## src/rtl/enc_pkg.sv

```systemverilog
// Shared types and helpers for the sequential 16-to-4 encoder.
// Holds the FSM state type, vector/code widths and the one-hot-or-zero test.
package enc_pkg;

    localparam int unsigned IN_W   = 16;
    localparam int unsigned CODE_W = 4;

    typedef enum logic [1:0] {
        IDLE = 2'd0,
        EMIT = 2'd1,
        ZERO = 2'd2
    } state_t;

    // True when at most one bit of v is set.
    function automatic logic onehot_or_zero(input logic [IN_W-1:0] v);
        return (v & (v - IN_W'(1))) == '0;
    endfunction

endpackage

```

## src/rtl/prio_enc_16_4.sv

```systemverilog
// Combinational 16-to-4 priority encoder; LOW_FIRST selects lowest (1) or highest (0) set bit.
// found is 1 when any input bit is set; code is 0 otherwise.
module prio_enc_16_4
    import enc_pkg::*;
#(
    parameter int unsigned LOW_FIRST = 1
) (
    input  logic [IN_W-1:0]   vec,
    output logic [CODE_W-1:0] code,
    output logic              found
);

    // Later matches overwrite earlier ones, so scan towards the preferred end.
    always_comb begin
        code  = '0;
        found = 1'b0;
        for (int unsigned i = 0; i < IN_W; i++) begin
            if (LOW_FIRST != 0) begin
                if (vec[IN_W-1-i]) begin
                    code  = CODE_W'(IN_W - 1 - i);
                    found = 1'b1;
                end
            end else begin
                if (vec[i]) begin
                    code  = CODE_W'(i);
                    found = 1'b1;
                end
            end
        end
    end

endmodule

```

## src/rtl/enc_16_4_seq.sv

```systemverilog
// Sequential 16-to-4 encoder: one valid/ready beat per set request bit, in scan order.
// Optional macro ENC_ZERO_BEAT_EN: an accepted all-zero request emits one out_zero beat.
module enc_16_4_seq
    import enc_pkg::*;
#(
    parameter int unsigned LOW_FIRST = 1
) (
    input  logic              clk,
    input  logic              reset,
    input  logic [IN_W-1:0]   req,
    input  logic              in_valid,
    output logic              in_ready,
    output logic [CODE_W-1:0] code,
    output logic              out_valid,
    input  logic              out_ready,
    output logic              out_last,
    output logic              out_zero
);

    state_t              state, state_n;
    logic [IN_W-1:0]     pending, pending_n;
    logic [IN_W-1:0]     clr_mask;
    logic [CODE_W-1:0]   code_hold, code_hold_n;
    logic [CODE_W-1:0]   enc_code;
    logic                enc_found;
    logic                enc_last;

    prio_enc_16_4 #(
        .LOW_FIRST(LOW_FIRST)
    ) u_prio (
        .vec   (pending),
        .code  (enc_code),
        .found (enc_found)
    );

    assign enc_last = onehot_or_zero(pending);

    always_ff @(posedge clk) begin
        if (reset) begin
            state     <= IDLE;
            pending   <= '0;
            code_hold <= '0;
        end else begin
            state     <= state_n;
            pending   <= pending_n;
            code_hold <= code_hold_n;
        end
    end

    // code is live from the encoder while emitting; code_hold keeps the last beat for IDLE.
    always_comb begin
        state_n     = state;
        pending_n   = pending;
        code_hold_n = code_hold;
        clr_mask    = IN_W'(1) << enc_code;
        in_ready    = 1'b0;
        out_valid   = 1'b0;
        out_last    = 1'b0;
        out_zero    = 1'b0;
        code        = code_hold;

        case (state)
            IDLE: begin
                in_ready = 1'b1;
                if (in_valid) begin
                    if (req != '0) begin
                        pending_n = req;
                        state_n   = EMIT;
                    end else begin
`ifdef ENC_ZERO_BEAT_EN
                        state_n = ZERO;
`else
                        state_n = IDLE;
`endif
                    end
                end
            end

            EMIT: begin
                out_valid = enc_found;
                out_last  = enc_last;
                code      = enc_code;
                if (!enc_found) begin
                    state_n = IDLE;
                end else if (out_ready) begin
                    pending_n   = pending & ~clr_mask;
                    code_hold_n = enc_code;
                    if (enc_last) begin
                        state_n = IDLE;
                    end
                end
            end

`ifdef ENC_ZERO_BEAT_EN
            ZERO: begin
                out_valid = 1'b1;
                out_last  = 1'b1;
                out_zero  = 1'b1;
                code      = '0;
                if (out_ready) begin
                    code_hold_n = '0;
                    state_n     = IDLE;
                end
            end
`endif

            default: begin
                state_n = IDLE;
            end
        endcase
    end

endmodule

```

## config.mk

```make
export PLATFORM = sky130hd
export DESIGN_NAME = enc_16_4_seq
export DESIGN_NICKNAME = d
export VERILOG_FILES = /design/src/rtl/enc_pkg.sv /design/src/rtl/prio_enc_16_4.sv /design/src/rtl/enc_16_4_seq.sv
export SDC_FILE = /design/constraint.sdc
export NUM_CORES = 1
export LEC_CHECK = 0
export CORE_AREA = 10 10 70 57
export CTS_CLUSTER_DIAMETER = 60
export DETAILED_ROUTE_END_ITERATION = 8
export DIE_AREA = 0 0 80 67
export PLACE_DENSITY_LB_ADDON = 0.12
export SYNTH_ARGS = -nofsm -noshare
export SYNTH_HDL_FRONTEND = slang
export SYNTH_HIERARCHICAL = 1
export SYNTH_SLANG_ARGS = --single-unit
```

## constraint.sdc

```tcl
create_clock -name clk -period 5.1 [get_ports clk]
set_input_delay 0.765 -clock clk [delete_from_list [all_inputs] [get_ports clk]]
set_output_delay 0.765 -clock clk [all_outputs]
set_load 0.03 [all_outputs]
```

== Yosys cells after proc, flatten, opt, wreduce, memory -nomap -nowiden ==
Index checks and enable logic that the tools add are counted.

* $mul: 0
* Shift-type cells: 1
* Div/mod/pow operators: 0
* Reduce and logical (&&, ||, !) cells: 7
* Add/sub/neg operators: 1
* Multiplexer cells: 47
* Equality and inequality tests: 7
* $lt $le $gt $ge: 0
* Bitwise operators: 3

{| class="wikitable"
|+ Operators by type and width
! operator !! number
|-
| 4-bit two-way mux || 17
|-
| 16-bit two-way mux || 4
|-
| 16-bit bitwise AND || 2
|-
| 16-bit one-hot mux with 2 select lines || 1
|-
| 1-bit two-way mux || 20
|-
| 16-bit logical NOT || 1
|-
| 16-bit inverter || 1
|-
| 16-bit nonzero test || 1
|-
| 1-bit by 4-bit left shift with 16-bit output, first input constant || 1
|-
| 16-bit by 1-bit subtractor with 16-bit output, second input constant || 1
|-
| 2-bit two-way mux || 4
|-
| 2-bit != test, second input constant || 4
|-
| 3-bit != test, second input constant || 2
|-
| 3-bit AND reduction || 2
|-
| 5-bit AND reduction || 1
|-
| 2-bit one-hot mux with 2 select lines || 1
|-
| 2-bit by 1-bit equality test with 1-bit output, second input constant || 1
|-
| 2-bit logical NOT || 1
|-
| 2-bit nonzero test || 1
|}

* Output and inout port bits: 8
* Latch bits: 0
* Bits in writable memories: 0
* Memory bits (read-only): 0
* Flip-flop bits (word level): 22
* Bits of input ports: 20
* Memories: 0
* Logic and storage cells: 69

== Longest topological paths before layout ==
* Depth after elaboration: 22
* Mapped depth: 9
* Gate-level depth less buffers: 8

== Modules after synthesis ==
Netlist, hierarchy kept.

{| class="wikitable"
|+ By module, submodules not included
! module !! area an instance (um^2) !! seq. area each (um^2) !! cells each !! instances
|-
| enc_16_4_seq || 1191.1 || 420.4 || 154 || 1
|-
| prio_enc_16_4 || 178.9 || 0.0 || 33 || 1
|}

== Least setup slack after synthesis ==
Ideal clock, no wire load.

* Path kind: register -> output
* From: register pending[1]
* To: output port out_last
* Required time: 4335 ps
* Arrival time: 2211 ps
* Cell stages (with the launch flop): 6
* Path slack: 2124 ps
* Path buffers: 0
* Cells stage by stage: dfxtp_1 or4_4 or3_4 o31ai_2 nand3_1 nor3_1

* Cells in the longest elaborated chain, start to end: 4

{| class="wikitable"
|+ Ends and longest elaborated chain
! what !! RTL line !! text
|-
| start, declared || enc_16_4_seq.sv:21 || <nowiki>logic [IN_W-1:0] pending, pending_n;</nowiki>
|-
| start signal, assigned || enc_16_4_seq.sv:45 || <nowiki>pending <= pending_n;</nowiki>
|-
| 16-bit by 1-bit subtractor with 16-bit output || enc_pkg.sv:16 || <nowiki>return (v & (v - IN_W'(1))) == '0;</nowiki>
|-
| 16-bit bitwise AND * || enc_pkg.sv:16 ||
|-
| 16-bit logical NOT * || enc_pkg.sv:16 ||
|-
| 1-bit two-way mux * || enc_16_4_seq.sv:62 || <nowiki>case (state)</nowiki>
|-
| end, declared || enc_16_4_seq.sv:16 || <nowiki>output logic out_last,</nowiki>
|}

Every way passes the cells marked *; elsewhere a longest branch is shown, timed or not.

== Final worst setup path ==
* From: register pending[5]
* To: output port out_last

The elaborated chain is that of the path after synthesis.

==> flow_metrics.tcl <==
set metrics [dict create \
    hold_start "code_hold[0]" \
    die-area_sq_um 5360 \
    power_frac_clock_pct 16.6 \
    cts_buffer_depth 2 \
    io_pins 28 \
    vias 1549 \
    grt_start_max_net_pins 22 \
    critPathRequiredTime_ns 4.34 \
    synth_largest_area_cell "dfxtp_1" \
    setup_tns_ns 0 \
    crit_chain "or4_1, or3_4, o31ai_2, nand3_1, nor3_1, clkdlybuf4s50_1" \
    whs_path_depth 2 \
    setup_viol 0 \
    hold_path_end "code_hold[0]" \
    place.gp.congestion 0.877 \
    synth_cell_types 42 \
    final_nets 229 \
    p_seq_share_pct 38.8 \
    hold_buffers 0 \
    core_sq_um 2600 \
    final_common_cell "a21oi_1" \
    slew_headroom_pct 47.8 \
    grt_overflow_total 0 \
    fin_crit_sh_pct 70.9 \
    grt.total_usage_pct 16.1 \
    rr_endpoint "pending[13]" \
    yosysTopAreaCellShare_pct 30.7 \
    die_h_um 67 \
    finalWirelength_um 4230 \
    clkTransAtPathRegs_ns 0.13 \
    finClkSkew_ns 0.00272 \
    yosys_warnings 6 \
    vias_per_cell 6.35 \
    rr_worst_depth 7 \
    grt_pass1_vias 1442 \
    ys_seq_area_share_pct 30.7 \
    syn-cell-area_sq_um 1370 \
    first_pass_iters 5 \
    syn_area_per_cell_sq_um 7.33 \
    port_buffers 26 \
    switching_share_pct 42.0 \
    outcome "finished, final reports clean" \
    start_kind "flip-flop" \
    worst_slew_pin_slew_ns 0.781 \
    report.final.slew_viol_count 0 \
    syn_inst 187 \
    rsz0062_at_grt "no" \
    final_cell_mix "30 x a21oi_1, 26 x clkdlybuf4s50_1, 24 x nand2_1" \
    path_max_fanout 8 \
    grt_antenna_before_repair 0 \
    antenna_cells 0 \
    synth-seq-cells 21 \
    slowest_stage "clkdlybuf4s50_1" \
    htreeDepth 1 \
    numCtsBuffers 3 \
    p_int_uw 303 \
    clock_sinks 21 \
    clk_latency_ns 0.31 \
    grt_pass1_wl_um 6960 \
    min_period_ns 3.61 \
    cp.arrival_ns 2.85 \
    max_stage_delay_ns 0.70 \
    design_area_sq_um 1670 \
    final_util_pct 64.3 \
    synthTopCellsByArea "dfxtp_1 31%, a21oi_1 11%, nand2_1 6.6%" \
    reg2reg_slack_ns 2.71 \
    p_sw_uw 219 \
    cts_root_buf "clkbuf_4" \
    row_count 16 \
    place.detailed.hpwl_um 3160 \
    initial_core_util_pct 52.6 \
    timing_hold_violations_final 0 \
    max_freq_mhz 277 \
    critical_path_class "flip-flop to output pin" \
    power_frac_comb_pct 44.6 \
    dpl_cell_area_sq_um 1640 \
    hold_path_class "flip-flop to flip-flop" \
    drc 0 \
    area_growth_pct 22.1 \
    dp_cells 240 \
    leakage_uw 0.000621 \
    stdcell_count 244 \
    total_power_uw 522 \
    synth_nets 207 \
    end_kind "output pin" \
    cts_setup_buffers 0 \
    cts_tree "built" \
    cts.repair.resized 0 \
    r2r_start "pending[13]" \
    vdd_ir_drop_max_mv 0.172 \
    routedWlPerCell_um 17.4 \
    drv_cap 0 \
    ant_nets 0 \
    power_density_nw_per_um2 312 \
    die_w_um 80 \
    final_layout_size_suffix_gt1_share_pct 8.65 \
    drt_iter0_drc 260 \
]
## metal layers
layer / share of wire, % / global-route usage (%)
met5: 0 / 0
met1: 44 / 20.7
met4: 1.3 / 3.29
met3: 11 / 5.63
met2: 43 / 25.2
## stage by stage
stage | worst slack (ns) | hold slack [ns]
final | 1.49 | 0.524
after global routing | 1.34 | 0.562
after CTS | 1.47 | 0.528
after detailed placement | 1.83 | 0.497
after global placement | 1.92 | 0.471
after floorplan | 2.12 | 0.460
## worst max path at each step
stage / endpoint / cells after the start / startpoint / slack [ns]
6_report: out_last / 6 / pending[5] / 1.49
4_1_cts: out_last / 6 / pending[5] / 1.47
3_3_place_gp: out_last / 6 / pending[5] / 1.92
3_5_place_dp: out_last / 6 / pending[5] / 1.83
5_1_grt: out_last / 6 / pending[5] / 1.34
2_1_floorplan: out_last / 5 / pending[1] / 2.12
## state kept, by name (all words and copies together), names as in the netlist
register   flops
code_hold      4
state          1
pending       16
## cells by family after synthesis
| group | count (synthesis) | synth area share, % |
|---|---|---|
| buffers and inverters | 15 | 4.57 |
| AOI/OAI and AO/OA | 71 | 31.1 |
| adders and majority gates | 2 | 1.46 |
| and+or+nand+nor | 69 | 25.8 |
| other | 1 | 0.274 |
| DFF | 21 | 30.7 |
| muxes | 8 | 6.21 |
## final cells by class
| cell class | instances | area, sq um |
|---|---|---|
| Tap cell | 36 | 45.0 |
| Fill cell | 230 | 930 |
| Clock buffer | 3 | 22.5 |
| Inverter | 4 | 15.0 |
| Timing Repair Buffer | 28 | 275 |
| Sequential cell | 21 | 420 |
| Clock inverter | 1 | 7.51 |
| Multi-Input combinational cell | 151 | 887 |
## power by group through the flow
| stage | registers, uW | clock network, uW | logic (uW) |
|---|---|---|---|
| 2_1_floorplan | 196 | 0 | 165 |
| 3_3_place_gp | 203 | 0 | 225 |
| 3_5_place_dp | 205 | 0 | 228 |
| 4_1_cts | 202 | 86.6 | 229 |
| 5_1_grt | 205 | 91.7 | 253 |
| 6_report | 203 | 86.6 | 233 |
## synth_stat cells
master	n
a21oi_2	1
nor4_1	4
o31ai_2	1
nor3_1	6
a31oi_1	7
conb_1	1
nor2b_1	6
and4bb_1	1
nand4_1	1
a41oi_1	1
o21ai_1	2
o2111ai_1	1
a2111o_1	1
o21ai_0	17
a41oi_2	1
nor3b_1	1
nand2_1	24
clkbuf_1	8
a2111oi_0	1
and3_1	1
inv_1	3
o21a_1	1
or4_1	1
clkinv_1	1
buf_4	1
a211oi_1	1
mux2_2	4
nor4_2	2
o22ai_1	2
buf_2	2
nor2_1	16
maj3_1	2
and2_1	1
nand2b_1	1
or3_4	1
a21oi_1	30
o311a_2	1
nand3_1	2
o31ai_1	3
dfxtp_1	21
mux2i_1	4
or4_4	1
## critical path, delay by kind of cell, from the launching register on
family / cells / cell delay [ns]
buffers and inverters: 1 / 0.70
DFF: 1 / 0.40
and+or+nand+nor: 4 / 1.20
AOI/OAI and AO/OA: 1 / 0.25
No activity file was read; power rests on OpenSTA's default activity.
